**src/rtl/pc_update_ctrl_if.sv**
```systemverilog
// Bundles the PC-register, instruction-memory, branch and status signals of pc_update_ctrl.
// master is the controller side, slave is the PC register / memory / pipeline side.
interface pc_update_ctrl_if;
    logic        run;
    logic [7:0]  SaidaPC;
    logic [7:0]  EntradaPC;
    logic        EscPC;
    logic        mem_req;
    logic [7:0]  mem_addr;
    logic        mem_ack;
    logic [15:0] mem_rdata;
    logic [15:0] instr_out;
    logic        instr_valid;
    logic        branch_req;
    logic [7:0]  branch_target;
    logic        stall;
    logic [7:0]  fetch_count;
    logic        trap;

    modport master (
        input  run, SaidaPC, mem_ack, mem_rdata, branch_req, branch_target, stall,
        output EntradaPC, EscPC, mem_req, mem_addr, instr_out, instr_valid, fetch_count, trap
    );

    modport slave (
        output run, SaidaPC, mem_ack, mem_rdata, branch_req, branch_target, stall,
        input  EntradaPC, EscPC, mem_req, mem_addr, instr_out, instr_valid, fetch_count, trap
    );
endinterface

```
**src/rtl/pc_update_ctrl.sv**
```systemverilog
// Fetch/PC-update controller: requests an instruction at SaidaPC, then writes the next PC.
// Define PC_WRAP_TRAP_EN to trap (and halt) on a sequential PC wrap instead of wrapping silently.
module pc_update_ctrl #(
    parameter logic [7:0] RESET_VEC = 8'h0A,
    parameter logic [7:0] INCR      = 8'd1
) (
    input  logic               clock,
    input  logic               reset,
    pc_update_ctrl_if.master   bus
);

    localparam logic [2:0] S_IDLE = 3'd0;
    localparam logic [2:0] S_REQ  = 3'd1;
    localparam logic [2:0] S_WAIT = 3'd2;
    localparam logic [2:0] S_UPD  = 3'd3;
    localparam logic [2:0] S_HALT = 3'd4;

    logic [2:0]  state;
    logic [2:0]  state_next;
    logic [7:0]  pending_target;
    logic        pending_valid;
    logic [7:0]  last_addr;
    logic [15:0] instr_q;
    logic        instr_valid_q;
    logic [7:0]  fetch_cnt_q;

    logic        in_fetch;
    logic        ack_taken;
    logic        redirect;
    logic        upd_cycle;
    logic        wrap_trap;
    logic [7:0]  redirect_pc;
    logic [7:0]  seq_pc;
    logic [7:0]  next_pc;

    assign in_fetch    = (state == S_REQ) || (state == S_WAIT);
    assign ack_taken   = in_fetch && bus.mem_ack;
    assign upd_cycle   = (state == S_UPD) && !bus.stall;

    // A branch arriving in the update cycle itself beats the pending one.
    assign redirect    = bus.branch_req || pending_valid;
    assign redirect_pc = bus.branch_req ? bus.branch_target : pending_target;
    assign seq_pc      = bus.SaidaPC + INCR;
    assign next_pc     = redirect ? redirect_pc : seq_pc;

`ifdef PC_WRAP_TRAP_EN
    logic [8:0] seq_sum;
    logic       trap_q;

    assign seq_sum   = {1'b0, bus.SaidaPC} + {1'b0, INCR};
    assign wrap_trap = !redirect && seq_sum[8];
    assign bus.trap  = trap_q;

    always_ff @(posedge clock or negedge reset) begin
        if (!reset) begin
            trap_q <= 1'b0;
        end else if (upd_cycle && wrap_trap) begin
            trap_q <= 1'b1;
        end
    end
`else
    assign wrap_trap = 1'b0;
    assign bus.trap  = 1'b0;
`endif

    assign bus.EscPC       = upd_cycle && !wrap_trap;
    assign bus.EntradaPC   = bus.EscPC ? next_pc : bus.SaidaPC;
    assign bus.mem_req     = in_fetch;
    // Address is captured in REQ so it cannot move while WAIT holds the request.
    assign bus.mem_addr    = (state == S_REQ) ? bus.SaidaPC : last_addr;
    assign bus.instr_out   = instr_q;
    assign bus.instr_valid = instr_valid_q;
    assign bus.fetch_count = fetch_cnt_q;

    always_comb begin
        state_next = state;
        case (state)
            S_IDLE: if (bus.run) state_next = S_REQ;
            S_REQ:  state_next = bus.mem_ack ? S_UPD : S_WAIT;
            S_WAIT: if (bus.mem_ack) state_next = S_UPD;
            S_UPD: begin
                if (!bus.stall) begin
                    if (wrap_trap)    state_next = S_HALT;
                    else if (bus.run) state_next = S_REQ;
                    else              state_next = S_IDLE;
                end
            end
            S_HALT:  state_next = S_HALT;
            default: state_next = S_IDLE;
        endcase
    end

    always_ff @(posedge clock or negedge reset) begin
        if (!reset) begin
            state          <= S_IDLE;
            pending_target <= 8'h00;
            pending_valid  <= 1'b0;
            last_addr      <= RESET_VEC;
            instr_q        <= 16'h0000;
            instr_valid_q  <= 1'b0;
            fetch_cnt_q    <= 8'h00;
        end else begin
            state         <= state_next;
            instr_valid_q <= ack_taken;
            if (state == S_REQ) begin
                last_addr <= bus.SaidaPC;
            end
            if (ack_taken) begin
                instr_q     <= bus.mem_rdata;
                fetch_cnt_q <= fetch_cnt_q + 8'd1;
            end
            // Stall cycles keep collecting branches so the eventual update sees the latest one.
            if (upd_cycle) begin
                pending_valid <= 1'b0;
            end else if (bus.branch_req && state != S_HALT) begin
                pending_valid  <= 1'b1;
                pending_target <= bus.branch_target;
            end
        end
    end

endmodule

```
**src/flat_wrapper.sv**
```systemverilog
// flat-port wrapper written by rule: the top's interface ports become plain ports
module pc_update_ctrl_flat 
#(
    parameter logic [7:0] RESET_VEC = 8'h0A,
    parameter logic [7:0] INCR      = 8'd1
)
  (clock, reset, bus_run, bus_SaidaPC, bus_mem_ack, bus_mem_rdata, bus_branch_req, bus_branch_target, bus_stall, bus_EntradaPC, bus_EscPC, bus_mem_req, bus_mem_addr, bus_instr_out, bus_instr_valid, bus_fetch_count, bus_trap);
  pc_update_ctrl_if bus_i ();
  input  logic clock;
  input  logic reset;
  input wire logic [$bits(bus_i.run)-1:0] bus_run;
  input wire logic [$bits(bus_i.SaidaPC)-1:0] bus_SaidaPC;
  input wire logic [$bits(bus_i.mem_ack)-1:0] bus_mem_ack;
  input wire logic [$bits(bus_i.mem_rdata)-1:0] bus_mem_rdata;
  input wire logic [$bits(bus_i.branch_req)-1:0] bus_branch_req;
  input wire logic [$bits(bus_i.branch_target)-1:0] bus_branch_target;
  input wire logic [$bits(bus_i.stall)-1:0] bus_stall;
  output wire logic [$bits(bus_i.EntradaPC)-1:0] bus_EntradaPC;
  output wire logic [$bits(bus_i.EscPC)-1:0] bus_EscPC;
  output wire logic [$bits(bus_i.mem_req)-1:0] bus_mem_req;
  output wire logic [$bits(bus_i.mem_addr)-1:0] bus_mem_addr;
  output wire logic [$bits(bus_i.instr_out)-1:0] bus_instr_out;
  output wire logic [$bits(bus_i.instr_valid)-1:0] bus_instr_valid;
  output wire logic [$bits(bus_i.fetch_count)-1:0] bus_fetch_count;
  output wire logic [$bits(bus_i.trap)-1:0] bus_trap;
  assign bus_i.run = bus_run;
  assign bus_i.SaidaPC = bus_SaidaPC;
  assign bus_i.mem_ack = bus_mem_ack;
  assign bus_i.mem_rdata = bus_mem_rdata;
  assign bus_i.branch_req = bus_branch_req;
  assign bus_i.branch_target = bus_branch_target;
  assign bus_i.stall = bus_stall;
  assign bus_EntradaPC = bus_i.EntradaPC;
  assign bus_EscPC = bus_i.EscPC;
  assign bus_mem_req = bus_i.mem_req;
  assign bus_mem_addr = bus_i.mem_addr;
  assign bus_instr_out = bus_i.instr_out;
  assign bus_instr_valid = bus_i.instr_valid;
  assign bus_fetch_count = bus_i.fetch_count;
  assign bus_trap = bus_i.trap;
  pc_update_ctrl #(.RESET_VEC(RESET_VEC), .INCR(INCR)) u_core (.clock(clock), .reset(reset), .bus(bus_i));
endmodule
```
**config.mk**
```make
export PLATFORM = sky130hd
export DESIGN_NAME = pc_update_ctrl_flat
export DESIGN_NICKNAME = d
export VERILOG_FILES = /design/src/rtl/pc_update_ctrl_if.sv /design/src/rtl/pc_update_ctrl.sv /design/src/flat_wrapper.sv
export SDC_FILE = /design/constraint.sdc
export NUM_CORES = 1
export LEC_CHECK = 0
export CELL_PAD_IN_SITES_DETAIL_PLACEMENT = 1
export CELL_PAD_IN_SITES_GLOBAL_PLACEMENT = 1
export CORE_MARGIN = 10
export CORE_UTILIZATION = 34
export CTS_CLUSTER_SIZE = 16
export DETAILED_ROUTE_END_ITERATION = 16
export PLACE_DENSITY_LB_ADDON = 0.15
export SETUP_SLACK_MARGIN = 0.1
export SYNTH_ARGS = -nofsm -noshare
export SYNTH_HDL_FRONTEND = slang
export SYNTH_SLANG_ARGS = --single-unit
```
**constraint.sdc**
```tcl
create_clock -name clock -period 1.75 [get_ports clock]
set_input_delay 0.35 -clock clock [delete_from_list [all_inputs] [get_ports clock]]
set_output_delay 0.35 -clock clock [all_outputs]
set_load 0.03 [all_outputs]
```
**Word level (Yosys, flattened, before mapping)**

Index checks and enable logic that the tools add are counted.

- Reduce and logical (&&, ||, !) cells: 10
- Bitwise operators: 1
- Add/subtract/negate cells: 2
- Eq/ne operators: 8
- Multiplexer cells: 12

Operators by type and width:

| kind | number |
|---|---|
| $mux W8 | 4 |
| $add A8 B1 Y8 const B | 2 |
| $pmux W3 S5 | 1 |
| $mux W3 | 3 |
| $eq A3 B2 Y1 const B | 2 |
| $ne A2 B2 Y1 const B | 3 |
| $mux W1 | 4 |
| $eq A3 B1 Y1 const B | 1 |
| $eq A3 B3 Y1 const B | 1 |
| $logic_and A1 B1 Y1 | 3 |
| $logic_not A3 Y1 | 1 |
| $ne A3 B3 Y1 const B | 1 |
| $reduce_and A3 Y1 | 1 |
| $logic_or A1 B1 Y1 | 2 |
| $reduce_and A2 Y1 | 1 |
| $reduce_bool A2 Y1 | 1 |
| $logic_not A1 Y1 | 1 |
| $not A1 Y1 | 1 |

- Input port bits: 38
- Register bits after elaboration: 45
- Output and inout bits: 44
- Word-level logic and storage cells: 40

**Longest topological paths before layout**

Gate-level depths: netlist of run 1.

- Depth in word-level cells: 4
- Depth in mapped cells: 6

**Worst setup path before layout of run 1**

No wires, ideal clock.

- Path kind: register -> output
- Start: register u_core.pending_valid
- End: output port bus_EntradaPC[5]
- Setup slack: -0.431 ns
- Arrival: 1.831 ns
- Stages on the path, launching flop included: 5
- Cells stage by stage: dfrtp_1 clkbuf_1 clkbuf_1 o311ai_0 a221oi_1

- Cells in the longest elaborated chain, start to end: 3

Ends and longest elaborated chain:

| item | RTL line | text |
|---|---|---|
| start, declared | pc_update_ctrl.sv:21 | `logic pending_valid;` |
| start signal, assigned | pc_update_ctrl.sv:97 | `pending_valid <= 1'b0;` |
| start signal, assigned | pc_update_ctrl.sv:114 | `pending_valid <= 1'b0;` |
| start signal, assigned | pc_update_ctrl.sv:116 | `pending_valid <= 1'b1;` |
| $logic_or A1 B1 Y1 | pc_update_ctrl.sv:41 | `assign redirect = bus.branch_req \|\| pending_valid;` |
| $mux W8 | pc_update_ctrl.sv:44 | `assign next_pc = redirect ? redirect_pc : seq_pc;` |
| $mux W8 | pc_update_ctrl.sv:67 | `assign bus.EntradaPC = bus.EscPC ? next_pc : bus.SaidaPC;` |
| end, declared | flat_wrapper.sv:18 | `output wire logic [$bits(bus_i.EntradaPC)-1:0] bus_EntradaPC;` |

Every way passes these cells.

**Final worst setup path of run 1**

- Start: register u_core.state[2]
- End: output port bus_EntradaPC[7]

- Cells in the longest elaborated chain, start to end: 3

Ends and longest elaborated chain:

| item | RTL line | text |
|---|---|---|
| start, declared | pc_update_ctrl.sv:18 | `logic [2:0] state;` |
| start signal, assigned | pc_update_ctrl.sv:103 | `state <= state_next;` |
| $eq A3 B2 Y1 | pc_update_ctrl.sv:38 | `assign upd_cycle = (state == S_UPD) && !bus.stall;` |
| $logic_and A1 B1 Y1 | pc_update_ctrl.sv:38 |  |
| $mux W8 | pc_update_ctrl.sv:67 |  |

Every way passes these cells.

==> results of run 1 <==
## layout by cell type (no fill, tap or decap), drive strengths merged, types with 2 or more instances in the layout
master / n
a2bb2oi: 2
or3: 3
clkdlybuf4s50: 28
ha: 2
o21ai: 3
a211oi: 2
dlygate4sd2: 30
nand4: 4
nor2: 8
clkbuf: 9
mux2: 34
a2111o: 2
inv: 5
nand2b: 4
xor2: 3
a21oi: 12
dfrtp: 43
o211a: 3
buf: 69
o211ai: 2
dfstp: 2
xnor2: 6
nand2: 5
nand3: 8
nand3b: 3
nor4: 2
clkinv: 3
## kinds of logic (layout without fill, tap and decap cells)
kind of cell / after synthesis / count (layout) / synth area share (%)
fa+ha+maj: 2 / 2 / 1.14
other cells: 1 / 2 / 0.171
simple gates: 46 / 46 / 12.8
xor+xnor: 9 / 9 / 3.94
flops: 45 / 45 / 51.5
mux: 35 / 35 / 17.9
buf+inv: 16 / 147 / 3.48
compound gates: 29 / 29 / 9.13
## cell type report
| cell class | instances | share of cell area [%] |
|---|---|---|
| clock inverters | 3 | 0.569 |
| well taps | 77 | 2.43 |
| multi-input cells | 122 | 32.9 |
| flip-flops and latches | 45 | 28.6 |
| diodes | 1 | 0.0632 |
| inverters | 6 | 0.663 |
| repair buffers | 133 | 33.1 |
| clock buffers | 5 | 1.74 |
## through the flow
step | setup TNS (ns) | std cells | power (mW)
after floorplan | 0 | 183 | 4.00
after global placement | -9.40 | 362 | 5.47
after detailed placement | -9.89 | 362 | 5.54
after CTS | -5.01 | 383 | 6.79
after global routing | -6.98 | 392 | 7.46
final | -5.59 | 392 | 7.08
## cells in the mapped netlist, types with 2 or more instances
master / number
o211a_1: 3
a2bb2oi_1: 2
nand3b_1: 3
nor4_1: 2
buf_2: 4
a211oi_1: 2
nand4_1: 4
nand2_1: 5
nor2_1: 7
o211ai_1: 2
or3_1: 3
dfrtp_1: 43
mux2_1: 8
dfstp_2: 2
nand2b_1: 4
ha_1: 2
a2111o_1: 2
o21ai_0: 3
xor2_1: 3
clkbuf_1: 4
xnor2_1: 5
a21oi_1: 12
mux2_2: 26
nand3_1: 7
inv_1: 6
## layer usage
| metal | routed length, um | track usage [%] | share of wire, % |
|---|---|---|---|
| met3 | 535 | 5.36 | 6.5 |
| met2 | 4190 | 25.1 | 51 |
| met1 | 3420 | 18.9 | 41 |
| met5 | 0 | 0 | 0 |
| met4 | 91 | 4.02 | 1.1 |
## power by group
part	total, mW	switching, mW	internal [mW]
registers	1.81	0.290	1.52
clock network	0.673	0.389	0.284
logic	4.60	2.31	2.28
total	7.08	2.99	4.08
## state kept, by name (all words and copies together) (netlist names)
| signal | cells |
|---|---|
| u_core.bus.instr_out | 16 |
| u_core.bus.fetch_count | 8 |
| u_core.last_addr | 8 |
| u_core.pending_target | 8 |
| u_core.state | 3 |
| u_core.bus.instr_valid | 1 |
| u_core.pending_valid | 1 |
## final timing paths
kind,end
max in group asynchronous,u_core.last_addr[3]$_DFF_PN1_
worst max-delay path,bus_EntradaPC[7]
worst max register to register,u_core.bus.instr_out[10]$_DFFE_PN0P_
worst min register to register,u_core.bus.fetch_count[7]$_DFFE_PN0P_
min in group clock,u_core.bus.fetch_count[7]$_DFFE_PN0P_
worst min-delay path,u_core.last_addr[5]$_DFF_PN0_
## worst reg2reg max path, stage by stage, from the launching register on
cell and delay (ns):
dfrtp_2 0.47, buf_6 0.14, buf_6 0.12, xnor2_4 0.12, buf_6 0.13, nor2_4 0.19
buf_12 0.19, mux2_4 0.31
## timing repair
item,in CTS,in global routing
cloned,1,2
buffers inserted,11,6
pin swaps,10,9
endpoints found under the hold margin,9,0
endpoints found under the setup margin,51,43
resized for setup,140,28
hold buffers,1,0
==> results.py, run 1 <==
metrics = {
    "yosys": {
        "synth.top_cell.area_share_pct": 49.1,
        "yosysWarnings": 0,
        "synth_area_leaders": "dfrtp_1 (49%), mux2_2 (13%), mux2_1 (4.1%)",
        "synth-edff-count": 0,
        "async_reset_ff_share_pct": 100,
        "synth_area_um2": 2190,
        "synth_area_leader_cell": "dfrtp_1",
        "ys_types": 44,
        "avgSynthCellArea_um2": 12.0,
        "ys_seq_elements": 45,
        "syn_inst": 183,
        "yosysSeqAreaShare_pct": 51.5,
        "synthFlopType": "dfrtp_1",
        "syn-num-nets": 223,
    },
    "finish": {
        "fillCellCount": 656,
        "multiInputGateArea_um2": 1300,
        "final_core_util_pct": 62.7,
        "nNetsFinal": 353,
        "final_cell_area_um2": 3960,
        "drive_gt1_share_pct": 44.6,
        "syn2layout_area_growth_pct": 80.6,
        "seqCellArea_um2": 1130,
    },
    "setup_path": {
        "path_max_fanout": 8,
        "cp_slowest_cell": "dfrtp_1",
        "critPathKind": "flop to primary output",
        "end_kind": "primary output",
        "required_ns": 1.40,
        "critPathBufInv": 2,
        "crit_start": "u_core.state[2]$_DFFE_PN0P_",
        "crit_path_max_incr_delay_ns": 0.43,
        "crit_family": "flip-flops",
        "ff2ff_path_depth": 7,
        "arrival_ns": 1.80,
        "critPathLaunchType": "flop",
        "r2r-start": "u_core.state[1]$_DFFE_PN0P_",
        "crit_chain": "nand4bb_4, buf_12, a2111o_1, buf_6",
        "cp.depth": 4,
        "r2r_slack_ns": -0.01,
    },
    "route": {
        "drt_iter0_drc": 81,
        "drc": 0,
        "wl_per_cell_um": 21.0,
        "via_count": 2019,
        "antenna_left": 0,
        "vias_per_cell": 5.15,
        "wl_um": 8240,
        "first_pass_iters": 4,
    },
    "power_and_ir_drop": {
        "leakagePower_nw": 1.86,
        "ir_drop_v": 0.00120,
        "power_density_nw_per_um2": 1790,
    },
    "floorplanning": {
        "start_util_pct": 34.7,
        "fp.dieH_um": 100,
        "die_area_um2": 10100,
        "core-area_um2": 6310,
        "io_pins": 82,
        "die_w_um": 100,
        "fp-row-count": 29,
    },
    "clocking": {
        "clk_pin_slew_worst_paths_ns": 0.09,
        "clock_path_buffers": 2,
        "root_buffer": "clkbuf_8",
        "htree_levels": 2,
        "clk_latency_ns": 0.30,
        "cts.sinks": 45,
        "cts_buffers": 5,
        "cts_tree": "done",
    },
    "place": {
        "placedInstanceArea_um2": 3410,
        "gp_congestion": 0.789,
        "place_worst_setup_slack_ns": -0.838,
        "dp_hpwl_um": 5150,
        "io_buffer_count": 80,
    },
    "sta": {
        "fin_skew_ns": 0.00582,
        "drv_slew": 0,
        "min_period_ns": 2.15,
        "fin_crit_sh_pct": 123,
        "setup-violations-final": 30,
        "setup_slack_ns": -0.402,
        "fmax_ghz": 0.465,
        "worst_hold_slack_ns": 0.454,
        "hold_viol": 0,
        "rsz0062_at_grt": "yes",
    },
    "global_routing": {
        "grt-ovfl-total": 0,
        "grt_antenna_before_repair": 1,
        "grt_pass1_wl_um": 12500,
        "grt_max_degree": 37,
        "track_usage_pct": 15.4,
        "grt_pass1_vias": 2195,
    },
    "job": {
        "cap_violations": 0,
    },
    "status": {
        "violations": "setup timing",
        "outcome": "finished with violations",
    },
    "hold_path": {
        "holdCritPathClass": "input port to asynchronous set/reset pin",
    },
}
Power figures use the tool's default switching activity.
==> inputs of run 2 (changes only) <==
Settings changed: CORE_UTILIZATION 34 to 29.
==> run 2 against run 1 <==
The run still ends with setup timing left. Via count fell by 2.4%. Final cell count rose by 7.7%. Hold slack improved by 0.019 ns. Clock skew fell by 0.00057 ns. Combinational power rose by 3%. Wire length fell by 0.57%. Sequential cell count did not move. Critical path type unchanged. Largest cell class unchanged.
==> results.py, run 2 (same netlist as run 1, synthesis figures left out) <==
metrics = {
    "power_and_ir_drop": {
        "ir_drop_v": 0.00102,
        "power_density_nw_per_um2": 1800,
        "leakagePower_nw": 1.89,
        "netSwitchingPower_mw": 3.02,
        "p_int_mw": 4.31,
        "p_total_mw": 7.34,
        "combPwrFrac_pct": 64.6,
        "p_seq_share_pct": 24.5,
        "p_clk_share_pct": 10.8,
        "p_sw_share_pct": 41.2,
    },
    "setup_path": {
        "crit_top_cell": "buf_6",
        "cp_slowest_cell": "dfrtp_1",
        "arrival_ns": 1.79,
        "path_max_fanout": 8,
        "r2r-start": "u_core.state[1]$_DFFE_PN0P_",
        "critPathBufInv": 4,
        "critPathLaunchType": "flop",
        "end_kind": "primary output",
        "r2r_slack_ns": -0.04,
        "crit_path_max_incr_delay_ns": 0.40,
        "worst_r2r_endpoint": "u_core.bus.instr_out[15]$_DFFE_PN0P_",
        "required_ns": 1.40,
        "crit_chain": "buf_6, nand4bb_4, buf_6, buf_12, a221oi_4, buf_6",
        "ff2ff_path_depth": 8,
        "crit_family": "buffers and inverters",
        "critPathKind": "flop to primary output",
    },
    "sta": {
        "drv_slew": 0,
        "fmax_ghz": 0.467,
        "rsz0062_at_grt": "yes",
        "setup_slack_ns": -0.392,
        "fin_crit_sh_pct": 122,
        "setup-violations-final": 32,
        "min_period_ns": 2.14,
        "setup_tns_ns": -6.30,
        "fin_skew_ns": 0.00525,
        "worst_hold_slack_ns": 0.473,
        "hold_viol": 0,
    },
    "route": {
        "drt_iter0_drc": 35,
        "wl_per_cell_um": 19.4,
        "first_pass_iters": 4,
        "via_count": 1970,
        "antenna_left": 0,
        "wl_um": 8190,
        "drc": 0,
        "vias_per_cell": 4.67,
    },
    "place": {
        "gp_congestion": 0.799,
        "place_inst": 392,
        "place_worst_setup_slack_ns": -0.686,
        "io_buffer_count": 80,
        "dp_hpwl_um": 5710,
        "placedInstanceArea_um2": 3460,
    },
    "global_routing": {
        "grt-ovfl-total": 0,
        "grt_pass1_vias": 2281,
        "grt_antenna_before_repair": 0,
        "track_usage_pct": 13.8,
        "grt_pass1_wl_um": 12600,
        "grt_max_degree": 33,
    },
    "clocking": {
        "root_buffer": "clkbuf_8",
        "clk_pin_slew_worst_paths_ns": 0.09,
        "cts_tree": "done",
        "htree_levels": 2,
        "cts_buffers": 5,
        "clock_path_buffers": 2,
        "clk_latency_ns": 0.30,
        "cts.sinks": 45,
    },
    "finish": {
        "nNetsFinal": 362,
        "final_common_cell": "buf_4",
        "largest_reg_flops": 16,
        "final_core_util_pct": 55.9,
        "final_cell_area_um2": 4070,
        "drive_gt1_share_pct": 46.4,
        "fillCellCount": 781,
        "seqCellArea_um2": 1130,
        "mostFrequentLayoutCells": "buf_4 (44), dfrtp_1 (43), mux2_4 (34)",
        "syn2layout_area_growth_pct": 85.7,
        "diodes": 0,
        "layoutNonFillerInstCount": 422,
        "multiInputGateArea_um2": 1320,
    },
    "status": {
        "violations": "setup timing",
        "outcome": "finished with violations",
    },
    "floorplanning": {
        "die_area_um2": 11400,
        "fp.dieH_um": 107,
        "die_w_um": 107,
        "fp-row-count": 31,
        "start_util_pct": 30.1,
        "core-area_um2": 7290,
        "io_pins": 82,
    },
    "hold_path": {
        "hold-path-endpoint": "u_core.bus.fetch_count[7]$_DFFE_PN0P_",
        "hp-start": "u_core.bus.fetch_count[7]$_DFFE_PN0P_",
        "min_path_cells": 1,
        "holdCritPathClass": "flop to flop",
    },
    "job": {
        "cap_violations": 0,
    },
}
## run 2: layout make-up
class	count	area share, %
clock buffer	6	1.78
sequential	45	27.7
inverter	6	0.645
timing repair buffer	142	33.6
tap	99	3.04
clock inverter	2	0.860
multi-input combinational	122	32.4
## run 2: timing repair
action,4_1_cts,5_1_grt
endpoints found under the hold margin,13,0
gates resized for setup,137,11
setup buffers,13,8
cloned,1,1
hold buffers,1,0
pin swaps,12,4
setup endpoints to repair,51,43
## run 2: worst max path at each step
stage / from / end / slack, ns / depth (start not counted)
after floorplan: u_core.state[2]$_DFFE_PN0P_ / bus_EntradaPC[5] / 0.007 / 5
after global placement: bus_SaidaPC[1] / bus_EntradaPC[7] / -0.63 / 6
after detailed placement: bus_SaidaPC[1] / bus_EntradaPC[5] / -0.69 / 7
after CTS: u_core.state[2]$_DFFE_PN0P_ / bus_EntradaPC[5] / -0.39 / 6
after global routing: u_core.state[2]$_DFFE_PN0P_ / bus_mem_addr[1] / -0.49 / 6
final: u_core.state[2]$_DFFE_PN0P_ / bus_EntradaPC[5] / -0.39 / 6
## run 2: per-layer routing
metal | share of wire, % | global-route usage [%]
met3 | 5.2 | 4.37
met4 | 0.89 | 3.97
met1 | 40 | 15.3
met2 | 54 | 24.7
met5 | 0 | 0
## run 2: power by group through the flow
stage	logic, mW	clock network, mW	registers [mW]
2_1_floorplan	1.73	0	2.28
3_3_place_gp	3.78	0	1.76
3_5_place_dp	3.83	0	1.79
4_1_cts	4.43	0.826	1.78
5_1_grt	5.01	0.873	1.86
6_report	4.74	0.796	1.80
==> inputs of run 3 (changes only) <==
Settings changed: CTS_CLUSTER_DIAMETER from default to 60.
==> results of run 3 <==
No change in the layout: final DEF, timing and power equal those of run 2.
